[src/rtl/alu_cmd_sequencer_pkg.sv]
// alu_cmd_sequencer_pkg
// Shared constants and types for the UART-to-ALU command sequencer:
//   - default operand / function-code widths
//   - command bytes (full frame, reuse frame) and the error reply byte
//   - FSM state encoding and transmit byte selector
package alu_cmd_sequencer_pkg;

  localparam int unsigned OPERAND_WIDTH_DEF = 8;
  localparam int unsigned FUN_WIDTH_DEF     = 4;

  localparam logic [7:0] CMD_FULL  = 8'hCC;
  localparam logic [7:0] CMD_REUSE = 8'hDD;
  localparam logic [7:0] ERR_BYTE  = 8'hEE;

  typedef enum logic [3:0] {
    ST_IDLE     = 4'd0,
    ST_GET_A    = 4'd1,
    ST_GET_B    = 4'd2,
    ST_GET_FUN  = 4'd3,
    ST_ISSUE    = 4'd4,
    ST_WAIT     = 4'd5,
    ST_SEND_LO  = 4'd6,
    ST_SEND_HI  = 4'd7,
    ST_SEND_ERR = 4'd8
  } state_e;

  typedef enum logic [1:0] {
    TX_SEL_NONE = 2'd0,
    TX_SEL_LO   = 2'd1,
    TX_SEL_HI   = 2'd2,
    TX_SEL_ERR  = 2'd3
  } tx_sel_e;

endpackage

[src/rtl/alu_cmd_sequencer_tx_byte_mux.sv]
// tx_byte_mux
// Selects the byte presented to the UART transmitter.
// Ports:
//   result_i  captured ALU result (2*OPERAND_WIDTH bits)
//   sel_i     which byte to present (none -> 0, low, high, error byte)
//   byte_o    byte to transmit
module tx_byte_mux
  import alu_cmd_sequencer_pkg::*;
#(
  parameter int unsigned OPERAND_WIDTH = OPERAND_WIDTH_DEF
) (
  input  logic [2*OPERAND_WIDTH-1:0] result_i,
  input  tx_sel_e                    sel_i,
  output logic [7:0]                 byte_o
);

  always_comb begin
    byte_o = '0;
    case (sel_i)
      TX_SEL_LO:  byte_o = 8'(result_i[OPERAND_WIDTH-1:0]);
      TX_SEL_HI:  byte_o = 8'(result_i[2*OPERAND_WIDTH-1:OPERAND_WIDTH]);
      TX_SEL_ERR: byte_o = ERR_BYTE;
      default:    byte_o = '0;
    endcase
  end

endmodule

[src/rtl/alu_cmd_sequencer.sv]
// alu_cmd_sequencer
// Collects a command frame from the UART receiver, issues one ALU operation
// with a single-cycle enable, waits (bounded) for the registered result and
// streams it to the UART transmitter low byte first, or an error byte on
// timeout.
// Ports:
//   CLK, RST                 clock, synchronous active-high reset
//   RX_P_DATA, RX_D_VLD      received byte and its one-cycle strobe
//   ALU_A, ALU_B, ALU_FUN    latched operands and function code
//   ALU_EN                   one-cycle issue pulse
//   ALU_OUT, ALU_OUT_VLD     datapath result and its valid flag
//   TX_P_DATA, TX_D_VLD      byte to transmit and its valid (held until ready)
//   TX_READY                 transmitter accepts a byte
//   BUSY                     not idle
//   DROP                     sticky: a byte arrived while busy
module alu_cmd_sequencer
  import alu_cmd_sequencer_pkg::*;
#(
  parameter int unsigned OPERAND_WIDTH = OPERAND_WIDTH_DEF,
  parameter int unsigned FUN_WIDTH     = FUN_WIDTH_DEF,
  parameter int unsigned TIMEOUT       = 7
) (
  input  logic                       CLK,
  input  logic                       RST,
  input  logic [7:0]                 RX_P_DATA,
  input  logic                       RX_D_VLD,
  output logic [OPERAND_WIDTH-1:0]   ALU_A,
  output logic [OPERAND_WIDTH-1:0]   ALU_B,
  output logic [FUN_WIDTH-1:0]       ALU_FUN,
  output logic                       ALU_EN,
  input  logic [2*OPERAND_WIDTH-1:0] ALU_OUT,
  input  logic                       ALU_OUT_VLD,
  output logic [7:0]                 TX_P_DATA,
  output logic                       TX_D_VLD,
  input  logic                       TX_READY,
  output logic                       BUSY,
  output logic                       DROP
);

  localparam int unsigned CNT_W = $clog2(TIMEOUT + 1);

  state_e                     state_q, state_d;
  logic [OPERAND_WIDTH-1:0]   a_q, a_d;
  logic [OPERAND_WIDTH-1:0]   b_q, b_d;
  logic [FUN_WIDTH-1:0]       fun_q, fun_d;
  logic [2*OPERAND_WIDTH-1:0] res_q, res_d;
  logic [CNT_W-1:0]           cnt_q, cnt_d;
  logic                       drop_q, drop_d;
  logic                       sending;
  tx_sel_e                    tx_sel;

  assign sending = (state_q == ST_SEND_LO) || (state_q == ST_SEND_HI) ||
                   (state_q == ST_SEND_ERR);

  always_comb begin
    state_d = state_q;
    a_d     = a_q;
    b_d     = b_q;
    fun_d   = fun_q;
    res_d   = res_q;
    cnt_d   = cnt_q;
    drop_d  = drop_q;

    // Any byte outside IDLE and the GET states is lost; this includes the
    // final transmit handshake cycle, since the FSM is still in a SEND state.
    if (RX_D_VLD && (state_q == ST_ISSUE || state_q == ST_WAIT || sending)) begin
      drop_d = 1'b1;
    end

    case (state_q)
      ST_IDLE: begin
        if (RX_D_VLD) begin
          if (RX_P_DATA == CMD_FULL) begin
            state_d = ST_GET_A;
          end else if (RX_P_DATA == CMD_REUSE) begin
            state_d = ST_GET_FUN;
          end
        end
      end
      ST_GET_A: begin
        if (RX_D_VLD) begin
          a_d     = OPERAND_WIDTH'(RX_P_DATA);
          state_d = ST_GET_B;
        end
      end
      ST_GET_B: begin
        if (RX_D_VLD) begin
          b_d     = OPERAND_WIDTH'(RX_P_DATA);
          state_d = ST_GET_FUN;
        end
      end
      ST_GET_FUN: begin
        if (RX_D_VLD) begin
          fun_d   = RX_P_DATA[FUN_WIDTH-1:0];
          state_d = ST_ISSUE;
        end
      end
      ST_ISSUE: begin
        cnt_d   = CNT_W'(1);
        state_d = ST_WAIT;
      end
      ST_WAIT: begin
        // Valid flag takes priority over a coincident timeout.
        if (ALU_OUT_VLD) begin
          res_d   = ALU_OUT;
          state_d = ST_SEND_LO;
        end else if (cnt_q == CNT_W'(TIMEOUT)) begin
          state_d = ST_SEND_ERR;
        end else begin
          cnt_d = cnt_q + CNT_W'(1);
        end
      end
      ST_SEND_LO: begin
        if (TX_READY) state_d = ST_SEND_HI;
      end
      ST_SEND_HI: begin
        if (TX_READY) state_d = ST_IDLE;
      end
      ST_SEND_ERR: begin
        if (TX_READY) state_d = ST_IDLE;
      end
      default: state_d = ST_IDLE;
    endcase
  end

  always_ff @(posedge CLK) begin
    if (RST) begin
      state_q <= ST_IDLE;
      a_q     <= '0;
      b_q     <= '0;
      fun_q   <= '0;
      res_q   <= '0;
      cnt_q   <= '0;
      drop_q  <= 1'b0;
    end else begin
      state_q <= state_d;
      a_q     <= a_d;
      b_q     <= b_d;
      fun_q   <= fun_d;
      res_q   <= res_d;
      cnt_q   <= cnt_d;
      drop_q  <= drop_d;
    end
  end

  always_comb begin
    tx_sel = TX_SEL_NONE;
    case (state_q)
      ST_SEND_LO:  tx_sel = TX_SEL_LO;
      ST_SEND_HI:  tx_sel = TX_SEL_HI;
      ST_SEND_ERR: tx_sel = TX_SEL_ERR;
      default:     tx_sel = TX_SEL_NONE;
    endcase
  end

  tx_byte_mux #(
    .OPERAND_WIDTH(OPERAND_WIDTH)
  ) u_tx_mux (
    .result_i(res_q),
    .sel_i   (tx_sel),
    .byte_o  (TX_P_DATA)
  );

  // Strobes are gated by RST so a reset kills them in the same cycle.
  assign ALU_EN   = (state_q == ST_ISSUE) && !RST;
  assign TX_D_VLD = sending && !RST;
  assign BUSY     = (state_q != ST_IDLE);
  assign DROP     = drop_q;
  assign ALU_A    = a_q;
  assign ALU_B    = b_q;
  assign ALU_FUN  = fun_q;

endmodule

[config.mk]
export PLATFORM = sky130hd
export DESIGN_NAME = alu_cmd_sequencer
export DESIGN_NICKNAME = d
export VERILOG_FILES = /design/src/rtl/alu_cmd_sequencer_pkg.sv /design/src/rtl/alu_cmd_sequencer_tx_byte_mux.sv /design/src/rtl/alu_cmd_sequencer.sv
export SDC_FILE = /design/constraint.sdc
export NUM_CORES = 1
export LEC_CHECK = 0
export BUFFER_PORTS_ARGS = -buffer_cell sky130_fd_sc_hd__buf_2
export CAP_MARGIN = 25
export CORE_MARGIN = 4
export CORE_UTILIZATION = 45
export DETAILED_ROUTE_END_ITERATION = 7
export GPL_TIMING_DRIVEN = 1
export MAX_ROUTING_LAYER = met4
export PLACE_DENSITY = 0.71
export SLEW_MARGIN = 25
export SYNTH_ARGS = -nofsm -noshare
export SYNTH_HDL_FRONTEND = slang
export SYNTH_HIERARCHICAL = 1
export SYNTH_SLANG_ARGS = --single-unit
[constraint.sdc]
create_clock -name CLK -period 2.13 [get_ports CLK]
set_input_delay 0.1065 -clock CLK [delete_from_list [all_inputs] [get_ports CLK]]
set_output_delay 0.1065 -clock CLK [all_outputs]
set_load 0.05 [all_outputs]
==> summary.txt, run 1 <==
Worst setup path
  • WP buf/inv: 1
  • Crit Path Max Fanout: 13
  • CP cell instances: or4b_4 > nand2_2 > and2b_1 > a22o_1 > buf_4
  • Largest stage delay, worst path: 590 ps
  • CP Capture Type: primary output
  • Critical path startpoint category: register
  • Worst Path Class, Setup: register to primary output
  • Data required time of the critical path: 2020 ps
  • Crit path max-delay family: simple AND/OR/NAND/NOR gates
  • Slowest CP cell: or4b_4
  • Worst EP arrival: 1950 ps

Synthesis
  • Area contributors post-synth: dfxtp_1 (44%), mux2i_1 (10%), nor2_1 (8.2%)
  • Synth warn: 6
  • Share of the synthesized area in the top cell type: 0.439
  • FFs w/ async S/R, synth: 0
  • Mapped Cells: 236
  • Syn_nets: 267
  • Synth Register Bits: 44
  • Sequential area share after synthesis: 0.439
  • Synthesized cell area: 2010 sq um
  • Synth Flop Type: dfxtp_1
  • Syn Area/Cell: 8.50 sq um
  • Synth unique cells: 44
  • Largest area contributor in the netlist: dfxtp_1
  • Post-synth EDFFs: 0

Pwr
  • Power share of the sequential group: 0.420
  • Sw Pwr: 0.798 mW
  • Pint: 1.48 mW
  • Max rail drop VDD: 0.570 mV
  • Comb power frac: 0.296
  • Power share of the clock group: 0.284
  • Power density cells: 920 nW/um^2
  • Switch share: 0.351
  • LEAKAGE: 1.15 nW
  • Final Power: 2.28 mW

Place
  • Post-Place Worst Slack: 249 ps
  • DP Cell Count: 341
  • Post-place instance area: 2310 sq um
  • GPL Wtd Cong: 0.844
  • Dpl hpwl: 3320 microns
  • Buffers on Ports: 60

STA
  • Hold WS: 41.7 ps
  • Setup Viol. Count Final: 0
  • Setup TNS: 0 ps
  • Slew headroom: 0.632
  • Post-route setup slack: 77.0 ps
  • Final min period: 2050 ps
  • Least-Margin Pin Slew: 551 ps
  • Max-slew violation count: 0
  • Layout Skew: 7.66 ps
  • Post-route clock period utilization: 0.964
  • Max frequency: 0.487 GHz
  • RSZ-0062 raised after global routing: no
  • Final Hold Viols: 0

Finish
  • Multi-input gate area: 1010 sq um
  • Sequential Area: 888 sq um
  • Most frequent cells in the layout: buf_2 (52), nor2_1 (44), dfxtp_1 (40), nand2_1 (38), a21oi_1 (28)
  • Commonest non-fill, non-tap cell in the layout: buf_2
  • # fillers: 412
  • Final core utilization: 0.572
  • Diodes inserted: 0
  • Layout cells sized above 1: 0.313
  • Finished Layout Cells: 349
  • Final #Nets: 327
  • Area growth from synthesis to layout: 23.4%
  • Post-route cell area: 2470 sq um

Clock network
  • CTS Root Cell: clkbuf_8
  • CTS tree: done
  • Setup Buffers After CTS: 0
  • Worst-case clock buffer depth: 2
  • Clock sinks: 44
  • H-Tree Depth: 2
  • Post-CTS Hold Fix Bufs: 0
  • Worst-path clk slew: 80 ps
  • Clk_lat worst skew: 300 ps
  • Cts bufs inserted: 5

Floorplan
  • Rows: 24
  • Effective utilization at floorplan: 0.464
  • Die height: 74.8 microns
  • Die X: 74.8 microns
  • Die area: 5590 sq um
  • Core Area: 4320 sq um
  • IO Count: 61

Detailed routing
  • DRT Wirelength: 4540 microns
  • ANT nets after route: 0
  • Drt pass-1 iters: 4
  • DRT iter0 DRCs: 73
  • Remaining DRCs: 0
  • Via count: 1770
  • Via-to-Cell Ratio: 5.07
  • WL/cell: 13.0 microns

Global routing
  • First-pass GRT wire length: 7360 microns
  • Initial antenna violation count: 0
  • Total GRT Usage: 0.176
  • GRT Residual Overflow: 0
  • Number of global-route vias before repair: 1705
  • Largest net degree at the start of global routing: 28

Hold path
  • Min-delay worst type: input port to register

Status
  • Status: finished clean

Run
  • Max Cap Violations: 0
[worst reg2reg max path, stage by stage, from the launching register on]
cell and delay, ps:
dfxtp_2 390, or4_4 570, a41oi_2 200, a21oi_2 80, nand2_2 110, mux2_1 320
[metal layers]
| layer | routed length (microns) | GRT usage | vias to the layer above |
|---|---|---|---|
| met2 | 2160 | 0.281 | 56 |
| met5 | 0 | - | - |
| li1 | - | - | 915 |
| met3 | 341 | 0.0561 | 4 |
| met1 | 2010 | 0.214 | 795 |
| met4 | 28 | 0.0534 | 0 |
[power by group through the flow]
stage / combinational (mW) / clock, mW / sequential [mW]
CTS: 0.673 / 0.666 / 0.952
global placement: 0.670 / 0 / 0.969
floorplan: 0.470 / 0 / 1.07
finish: 0.673 / 0.647 / 0.956
global route: 0.728 / 0.698 / 0.965
detailed placement: 0.669 / 0 / 0.969
[cell type report]
cell class	instances	share of cell area
inverters	4	0.00607
well taps	52	0.0263
repair buffers	66	0.152
multi-input cells	175	0.410
clock buffers	5	0.0278
clock inverters	3	0.0187
flip-flops and latches	44	0.359
[path summary, 6_finish.rpt]
path | slack, ps | start | end | cells after the start
max reg2reg | 360 | state_q[1]$_SDFFE_PP0P_ | state_q[0]$_SDFFE_PP0P_ | 5
min reg2reg | 460 | res_q[13]$_SDFFE_PP0P_ | res_q[13]$_SDFFE_PP0P_ | 2
min | 40 | ALU_OUT[3] | res_q[3]$_SDFFE_PP0P_ | 3
max | 80 | state_q[1]$_SDFFE_PP0P_ | TX_P_DATA[4] | 5
[flip-flops by register name, summed over array words and instances (netlist names)]
name     count
ALU_A        8
ALU_B        8
ALU_FUN      4
DROP         1
cnt_q        3
res_q       16
state_q      4
[synthesized netlist by cell type, types with 2 or more instances]
library cell and instances:
ha_1 2, buf_6 2, a31oi_1 2, clkbuf_1 6
and2b_2 2, mux2i_1 21, a21oi_1 29, buf_2 2
a22o_1 2, o21ai_1 2, nor2_1 44, or3_1 3
nand3_1 5, nand2_1 39, inv_1 3, dfxtp_1 44
[repair_timing]
action / in CTS / in global routing
gates resized for setup: 10 / 8
gates cloned: 0 / 0
pin swaps: 0 / 0
endpoints found under the setup margin: 8 / 8
[cells by family after synthesis]
| group | after synthesis | synth area share |
|---|---|---|
| XOR/XNOR | 1 | 0.00437 |
| AO/OA/AOI/OAI | 43 | 0.128 |
| flip-flops | 44 | 0.439 |
| buffers and inverters | 17 | 0.0580 |
| AND/OR/NAND/NOR | 107 | 0.248 |
| multiplexers | 22 | 0.110 |
| adder cells (fa/ha/maj) | 2 | 0.0125 |
Note: power is estimated with default switching activity, not from simulation.
==> run 2, diff against run 1 <==
--- a/config.mk
+++ b/config.mk
@@ -7,12 +7,14 @@
 export LEC_CHECK = 0
 export BUFFER_PORTS_ARGS = -buffer_cell sky130_fd_sc_hd__buf_2
 export CAP_MARGIN = 25
+export CELL_PAD_IN_SITES_DETAIL_PLACEMENT = 1
+export CELL_PAD_IN_SITES_GLOBAL_PLACEMENT = 2
 export CORE_MARGIN = 4
-export CORE_UTILIZATION = 45
+export CORE_UTILIZATION = 29
 export DETAILED_ROUTE_END_ITERATION = 7
 export GPL_TIMING_DRIVEN = 1
 export MAX_ROUTING_LAYER = met4
-export PLACE_DENSITY = 0.71
+export PLACE_DENSITY_LB_ADDON = 0.1
 export SLEW_MARGIN = 25
 export SYNTH_ARGS = -nofsm -noshare
 export SYNTH_HDL_FRONTEND = slang
==> summary.txt, run 2 (same netlist as run 1, synthesis figures left out) <==
Status
  • Status: finished clean

Detailed routing
  • DRT Wirelength: 5470 microns (+20%)
  • Via count: 1818 (+2.7%)
  • Drt pass-1 iters: 4 (unchanged)
  • WL/cell: 14.4 microns (+10%)
  • ANT nets after route: 0 (unchanged)
  • Via-to-Cell Ratio: 4.77 (-5.9%)
  • DRT iter0 DRCs: 70 (-4.1%)
  • Remaining DRCs: 0 (unchanged)

Finish
  • Top reg by flops: res_q
  • Layout cells sized above 1: 0.316 (+0.00248)
  • Post-route cell area: 2540 sq um (+2.7%)
  • Max FFs per register: 16 (unchanged)
  • Area growth from synthesis to layout: 26.7%
  • Final core utilization: 0.376 (-0.196)
  • Commonest non-fill, non-tap cell in the layout: buf_2
  • Most frequent cells in the layout: buf_2 (52), nor2_1 (44), dfxtp_1 (41), nand2_1 (38), a21oi_1 (29)
  • Diodes inserted: 0 (unchanged)
  • Final #Nets: 331 (+1.2%)
  • Finished Layout Cells: 381 (+9.2%)
  • # fillers: 837 (+100%)

STA
  • Max-slew violation count: 0 (unchanged)
  • Max frequency: 0.495 GHz (+1.6%)
  • Final min period: 2020 ps (-32.3 ps)
  • Setup Viol. Count Final: 0 (unchanged)
  • RSZ-0062 raised after global routing: yes
  • Least-Margin Pin Slew: 675 ps (+123 ps)
  • Final Hold Viols: 0 (unchanged)
  • Post-route clock period utilization: 0.949 (-0.0152)
  • Post-route setup slack: 109 ps (+32.3 ps)
  • Slew headroom: 0.550 (-0.0823)
  • Layout Skew: 9.81 ps (+2.15 ps)

Worst setup path
  • Reg2Reg Depth: 6 (+1)
  • Slowest CP cell: or4b_4
  • CP Depth: 5 (unchanged)
  • Largest stage delay, worst path: 590 ps (about the same)
  • Crit path max-delay family: simple AND/OR/NAND/NOR gates
  • WP buf/inv: 1 (unchanged)
  • Crit Path Max Fanout: 6 (-7)
  • Worst EP arrival: 1910 ps (-40 ps)
  • Worst Path Class, Setup: register to primary output
  • Critical path startpoint category: register
  • Data required time of the critical path: 2020 ps (about the same)
  • CP Capture Type: primary output
  • CP cell instances: or4b_4 > nand2_2 > and2b_1 > a22o_1 > buf_4

Floorplan
  • Die height: 91.2 microns (+22%)
  • IO Count: 61 (unchanged)
  • Rows: 30 (+25%)
  • Effective utilization at floorplan: 0.297 (-0.167)
  • Core Area: 6760 sq um (+56%)
  • Die area: 8310 sq um (+49%)
  • Die X: 91.2 microns (+22%)

Pwr
  • Max rail drop VDD: 0.322 mV (-43%)
  • Power density cells: 919 nW/um^2 (-0.11%)
  • Final Power: 2.33 mW (+2.6%)
  • LEAKAGE: 1.18 nW (+2.4%)

Place
  • GPL Wtd Cong: 0.820 (-2.8%)
  • DP Cell Count: 370 (+8.5%)
  • Post-place instance area: 2360 sq um (+1.8%)
  • Buffers on Ports: 60 (unchanged)
  • Dpl hpwl: 4000 microns (+21%)
  • Post-Place Worst Slack: 243 ps (-5.93 ps)

Clock network
  • Cts bufs inserted: 5 (unchanged)
  • Worst-case clock buffer depth: 2 (unchanged)
  • Clk_lat worst skew: 300 ps (about the same)
  • Clock sinks: 44 (unchanged)
  • Post-CTS Hold Fix Bufs: 0 (unchanged)
  • Worst-path clk slew: 80 ps (about the same)
  • H-Tree Depth: 2 (unchanged)
  • CTS tree: done
  • CTS Root Cell: clkbuf_8

Global routing
  • Initial antenna violation count: 0 (unchanged)
  • Number of global-route vias before repair: 1823 (+6.9%)
  • Total GRT Usage: 0.139 (-0.0379)
  • GRT Residual Overflow: 0 (unchanged)
  • Largest net degree at the start of global routing: 35 (+25%)
  • First-pass GRT wire length: 8880 microns (+21%)

Hold path
  • Min-delay worst type: input port to register
  • Hold path cells: 3 (unchanged)

Run
  • Max Cap Violations: 0 (unchanged)
## run 2: changes by cell type in the layout (fill, tap and decap cells not counted)
cell / before / now
clkinvlp_4: 1 / 0
dfxtp_1: 40 / 41
a21oi_1: 28 / 29
clkbuf_8: 5 / 6
buf_4: 11 / 15
a21oi_2: 2 / 1
clkinv_4: 0 / 1
dfxtp_2: 3 / 2
inv_6: 1 / 0
## run 2: cell type report
class | instances | area, sq um | area share
inverter | 4 | 15.0 | 0.00591
sequential | 44 | 887 | 0.349
timing repair buffer | 70 | 407 | 0.160
multi-input combinational | 175 | 1010 | 0.398
clock inverter | 2 | 38.8 | 0.0153
tap | 80 | 100 | 0.0394
clock buffer | 6 | 82.6 | 0.0325
## run 2: metal layers
metal,vias to the layer above,track usage,wire (microns)
met4,0,0.0528,63
met5,-,-,0
met2,41,0.221,2580
met1,846,0.172,2610
li1,923,-,-
met3,8,0.0298,211
## run 2: power breakdown
| group | internal, mW | total (mW) | switching, mW |
|---|---|---|---|
| Sequential | 0.883 | 0.944 | 0.0607 |
| Clock | 0.384 | 0.678 | 0.294 |
| Combinational | 0.249 | 0.713 | 0.464 |
| Total | 1.52 | 2.33 | 0.818 |
## run 2: per-stage QoR
step	hold WS, ps	TNS (ps)
2_1_floorplan	240	0
3_3_place_gp	353	0
3_5_place_dp	355	0
4_1_cts	23.0	0
5_1_grt	31.8	-1.80
6_report	31.8	0
## run 2: worst reg2reg max path, stage by stage, from the launching register on
cell and delay [ps]:
dfxtp_4 360, buf_4 140, or4_4 550, a41oi_2 200, a21oi_2 90, nand2_2 110, mux2_1 320
## run 2: timing repair
action | in CTS | in global routing
endpoints found under the setup margin | 8 | 8
resized for setup | 12 | 4
buffers inserted | 0 | 3
## run 2: worst paths after layout
kind / startpoint / to / slack, ps
setup / recovery: state_q[1]$_SDFFE_PP0P_ / TX_P_DATA[0] / 110
hold / removal: ALU_OUT[6] / res_q[6]$_SDFFE_PP0P_ / 30
setup reg to reg: state_q[3]$_SDFFE_PP0P_ / state_q[0]$_SDFFE_PP0P_ / 250
hold reg to reg: res_q[7]$_SDFFE_PP0P_ / res_q[7]$_SDFFE_PP0P_ / 460
==> run 3, diff against run 2 <==
--- a/config.mk
+++ b/config.mk
@@ -13,7 +13,6 @@
 export CORE_UTILIZATION = 29
 export DETAILED_ROUTE_END_ITERATION = 7
 export GPL_TIMING_DRIVEN = 1
-export MAX_ROUTING_LAYER = met4
 export PLACE_DENSITY_LB_ADDON = 0.1
 export SLEW_MARGIN = 25
 export SYNTH_ARGS = -nofsm -noshare
==> summary.txt, run 3 (same netlist as run 1, synthesis figures left out) <==
Global routing
  • First-pass GRT wire length: 8870 microns (-0.16%)
  • Largest net degree at the start of global routing: 35 (unchanged)
  • Initial antenna violation count: 0 (unchanged)
  • Total GRT Usage: 0.135 (-0.00393)
  • Number of global-route vias before repair: 1825 (+0.11%)
  • GRT Residual Overflow: 0 (unchanged)

Finish
  • Max FFs per register: 16 (unchanged)
  • Area growth from synthesis to layout: 26.7% (unchanged)
  • Multi-input gate area: 1010 sq um (unchanged)
  • Layout cells sized above 1: 0.316 (unchanged)
  • Final #Nets: 331 (unchanged)
  • Most frequent cells in the layout: buf_2 (52), nor2_1 (44), dfxtp_1 (41), nand2_1 (38), a21oi_1 (29)
  • Top reg by flops: res_q
  • Commonest non-fill, non-tap cell in the layout: buf_2
  • Sequential Area: 887 sq um (unchanged)
  • # fillers: 837 (unchanged)
  • Diodes inserted: 0 (unchanged)

STA
  • Slew headroom: 0.551 (+0.000605)
  • Setup Viol. Count Final: 0 (unchanged)
  • Max frequency: 0.495 GHz (about the same)
  • RSZ-0062 raised after global routing: yes
  • Setup TNS: 0 ps (unchanged)
  • Max-slew violation count: 0 (unchanged)
  • Final min period: 2020 ps (-0.991 ps)
  • Least-Margin Pin Slew: 674 ps (-0.908 ps)
  • Post-route clock period utilization: 0.948 (about the same)
  • Layout Skew: 9.66 ps (-0.150 ps)
  • Final Hold Viols: 0 (unchanged)

Detailed routing
  • Drt pass-1 iters: 4 (unchanged)
  • Via-to-Cell Ratio: 4.77 (about the same)
  • Via count: 1819 (+0.055%)
  • Remaining DRCs: 0 (unchanged)
  • DRT Wirelength: 5470 microns (about the same)
  • ANT nets after route: 0 (unchanged)
  • DRT iter0 DRCs: 67 (-4.3%)
  • WL/cell: 14.4 microns (about the same)

Worst setup path
  • Critical path startpoint category: register
  • Largest stage delay, worst path: 590 ps (about the same)
  • Data required time of the critical path: 2020 ps (about the same)
  • Flop-to-flop setup slack: 250 ps (about the same)
  • CP Capture Type: primary output
  • Crit Path Max Fanout: 6 (unchanged)
  • WP buf/inv: 1 (unchanged)
  • Slowest CP cell: or4b_4
  • Worst EP arrival: 1910 ps (about the same)
  • Crit path max-delay family: simple AND/OR/NAND/NOR gates
  • Worst Path Class, Setup: register to primary output
  • Reg2Reg Launch Point: state_q[3]$_SDFFE_PP0P_
  • CP cell instances: or4b_4 > nand2_2 > and2b_1 > a22o_1 > buf_4
  • Reg2Reg Depth: 6 (unchanged)
  • RR Endpoint: state_q[0]$_SDFFE_PP0P_

Floorplan
  • Effective utilization at floorplan: 0.297 (unchanged)
  • Die X: 91.2 microns (unchanged)
  • Core Area: 6760 sq um (unchanged)
  • Die height: 91.2 microns (unchanged)
  • IO Count: 61 (unchanged)
  • Rows: 30 (unchanged)
  • Die area: 8310 sq um (unchanged)

Run
  • Max Cap Violations: 0 (unchanged)

Pwr
  • Power density cells: 918 nW/um^2 (about the same)
  • LEAKAGE: 1.18 nW (unchanged)
  • Max rail drop VDD: 0.322 mV (about the same)
  • Final Power: 2.33 mW (about the same)

Hold path
  • Min-delay worst type: input port to register
  • Worst hold start: ALU_OUT[6]
  • Hold worst-path end: res_q[6]$_SDFFE_PP0P_
  • Hold path cells: 3 (unchanged)

Clock network
  • Clk_lat worst skew: 300 ps (about the same)
  • H-Tree Depth: 2 (unchanged)
  • CTS tree: done
  • Cts bufs inserted: 5 (unchanged)
  • Worst-path clk slew: 90 ps (about the same)
  • CTS Root Cell: clkbuf_8
  • Worst-case clock buffer depth: 2 (unchanged)
  • Clock sinks: 44 (unchanged)

Place
  • Buffers on Ports: 60 (unchanged)
  • GPL Wtd Cong: 0.808 (-1.4%)
  • Dpl hpwl: 4000 microns (unchanged)

Status
  • Status: finished clean
[run 3: tightest hold or removal path: stages]
cell and delay [ps]:
buf_2 90, nand2_1 40, a21oi_1 50
[run 3: worst max-delay path by stage]
| stage | startpoint | to | cells after the start |
|---|---|---|---|
| finish | state_q[1]$_SDFFE_PP0P_ | TX_P_DATA[0] | 5 |
| global route | state_q[1]$_SDFFE_PP0P_ | TX_P_DATA[1] | 6 |
| CTS | state_q[1]$_SDFFE_PP0P_ | TX_P_DATA[1] | 6 |
| detailed placement | state_q[3]$_SDFFE_PP0P_ | TX_P_DATA[0] | 7 |
| global placement | state_q[3]$_SDFFE_PP0P_ | TX_P_DATA[4] | 7 |
| floorplan | state_q[1]$_SDFFE_PP0P_ | TX_P_DATA[1] | 6 |
[run 3: metal layers]
layer / global-route usage / vias up / wire, microns
met5: 0 / - / 0
met4: 0.0528 / 0 / 89
met3: 0.0365 / 8 / 286
met2: 0.221 / 41 / 2570
met1: 0.167 / 847 / 2530
li1: - / 923 / -
[run 3: power by group]
group          switching [mW]  internal [mW]
Clock                   0.293          0.384
Sequential             0.0607          0.883
Combinational           0.463          0.249
[run 3: through the flow]
stage	instances	cell area, sq um	utilization	hold slack [ps]	setup WS, ps
2_1_floorplan	236	2010	-	240	19.3
3_3_place_gp	370	2360	0.349	353	273
3_5_place_dp	370	2360	0.349	355	243
4_1_cts	378	2510	0.371	23.0	20.0
5_1_grt	381	2540	0.376	31.8	-1.79
6_report	381	2540	0.376	32.5	110
[run 3: what timing repair did]
action / in CTS / in global routing
gates resized for setup: 12 / 4
setup buffers: 0 / 3
hold buffers: 0 / 0
setup endpoints to repair: 8 / 8
[run 3: layout make-up]
| type | instances | area share |
|---|---|---|
| clock buffers | 6 | 0.0325 |
| clock inverters | 2 | 0.0153 |
| inverters | 4 | 0.00591 |
| multi-input cells | 175 | 0.398 |
| flip-flops and latches | 44 | 0.349 |
| well taps | 80 | 0.0394 |
| repair buffers | 70 | 0.160 |
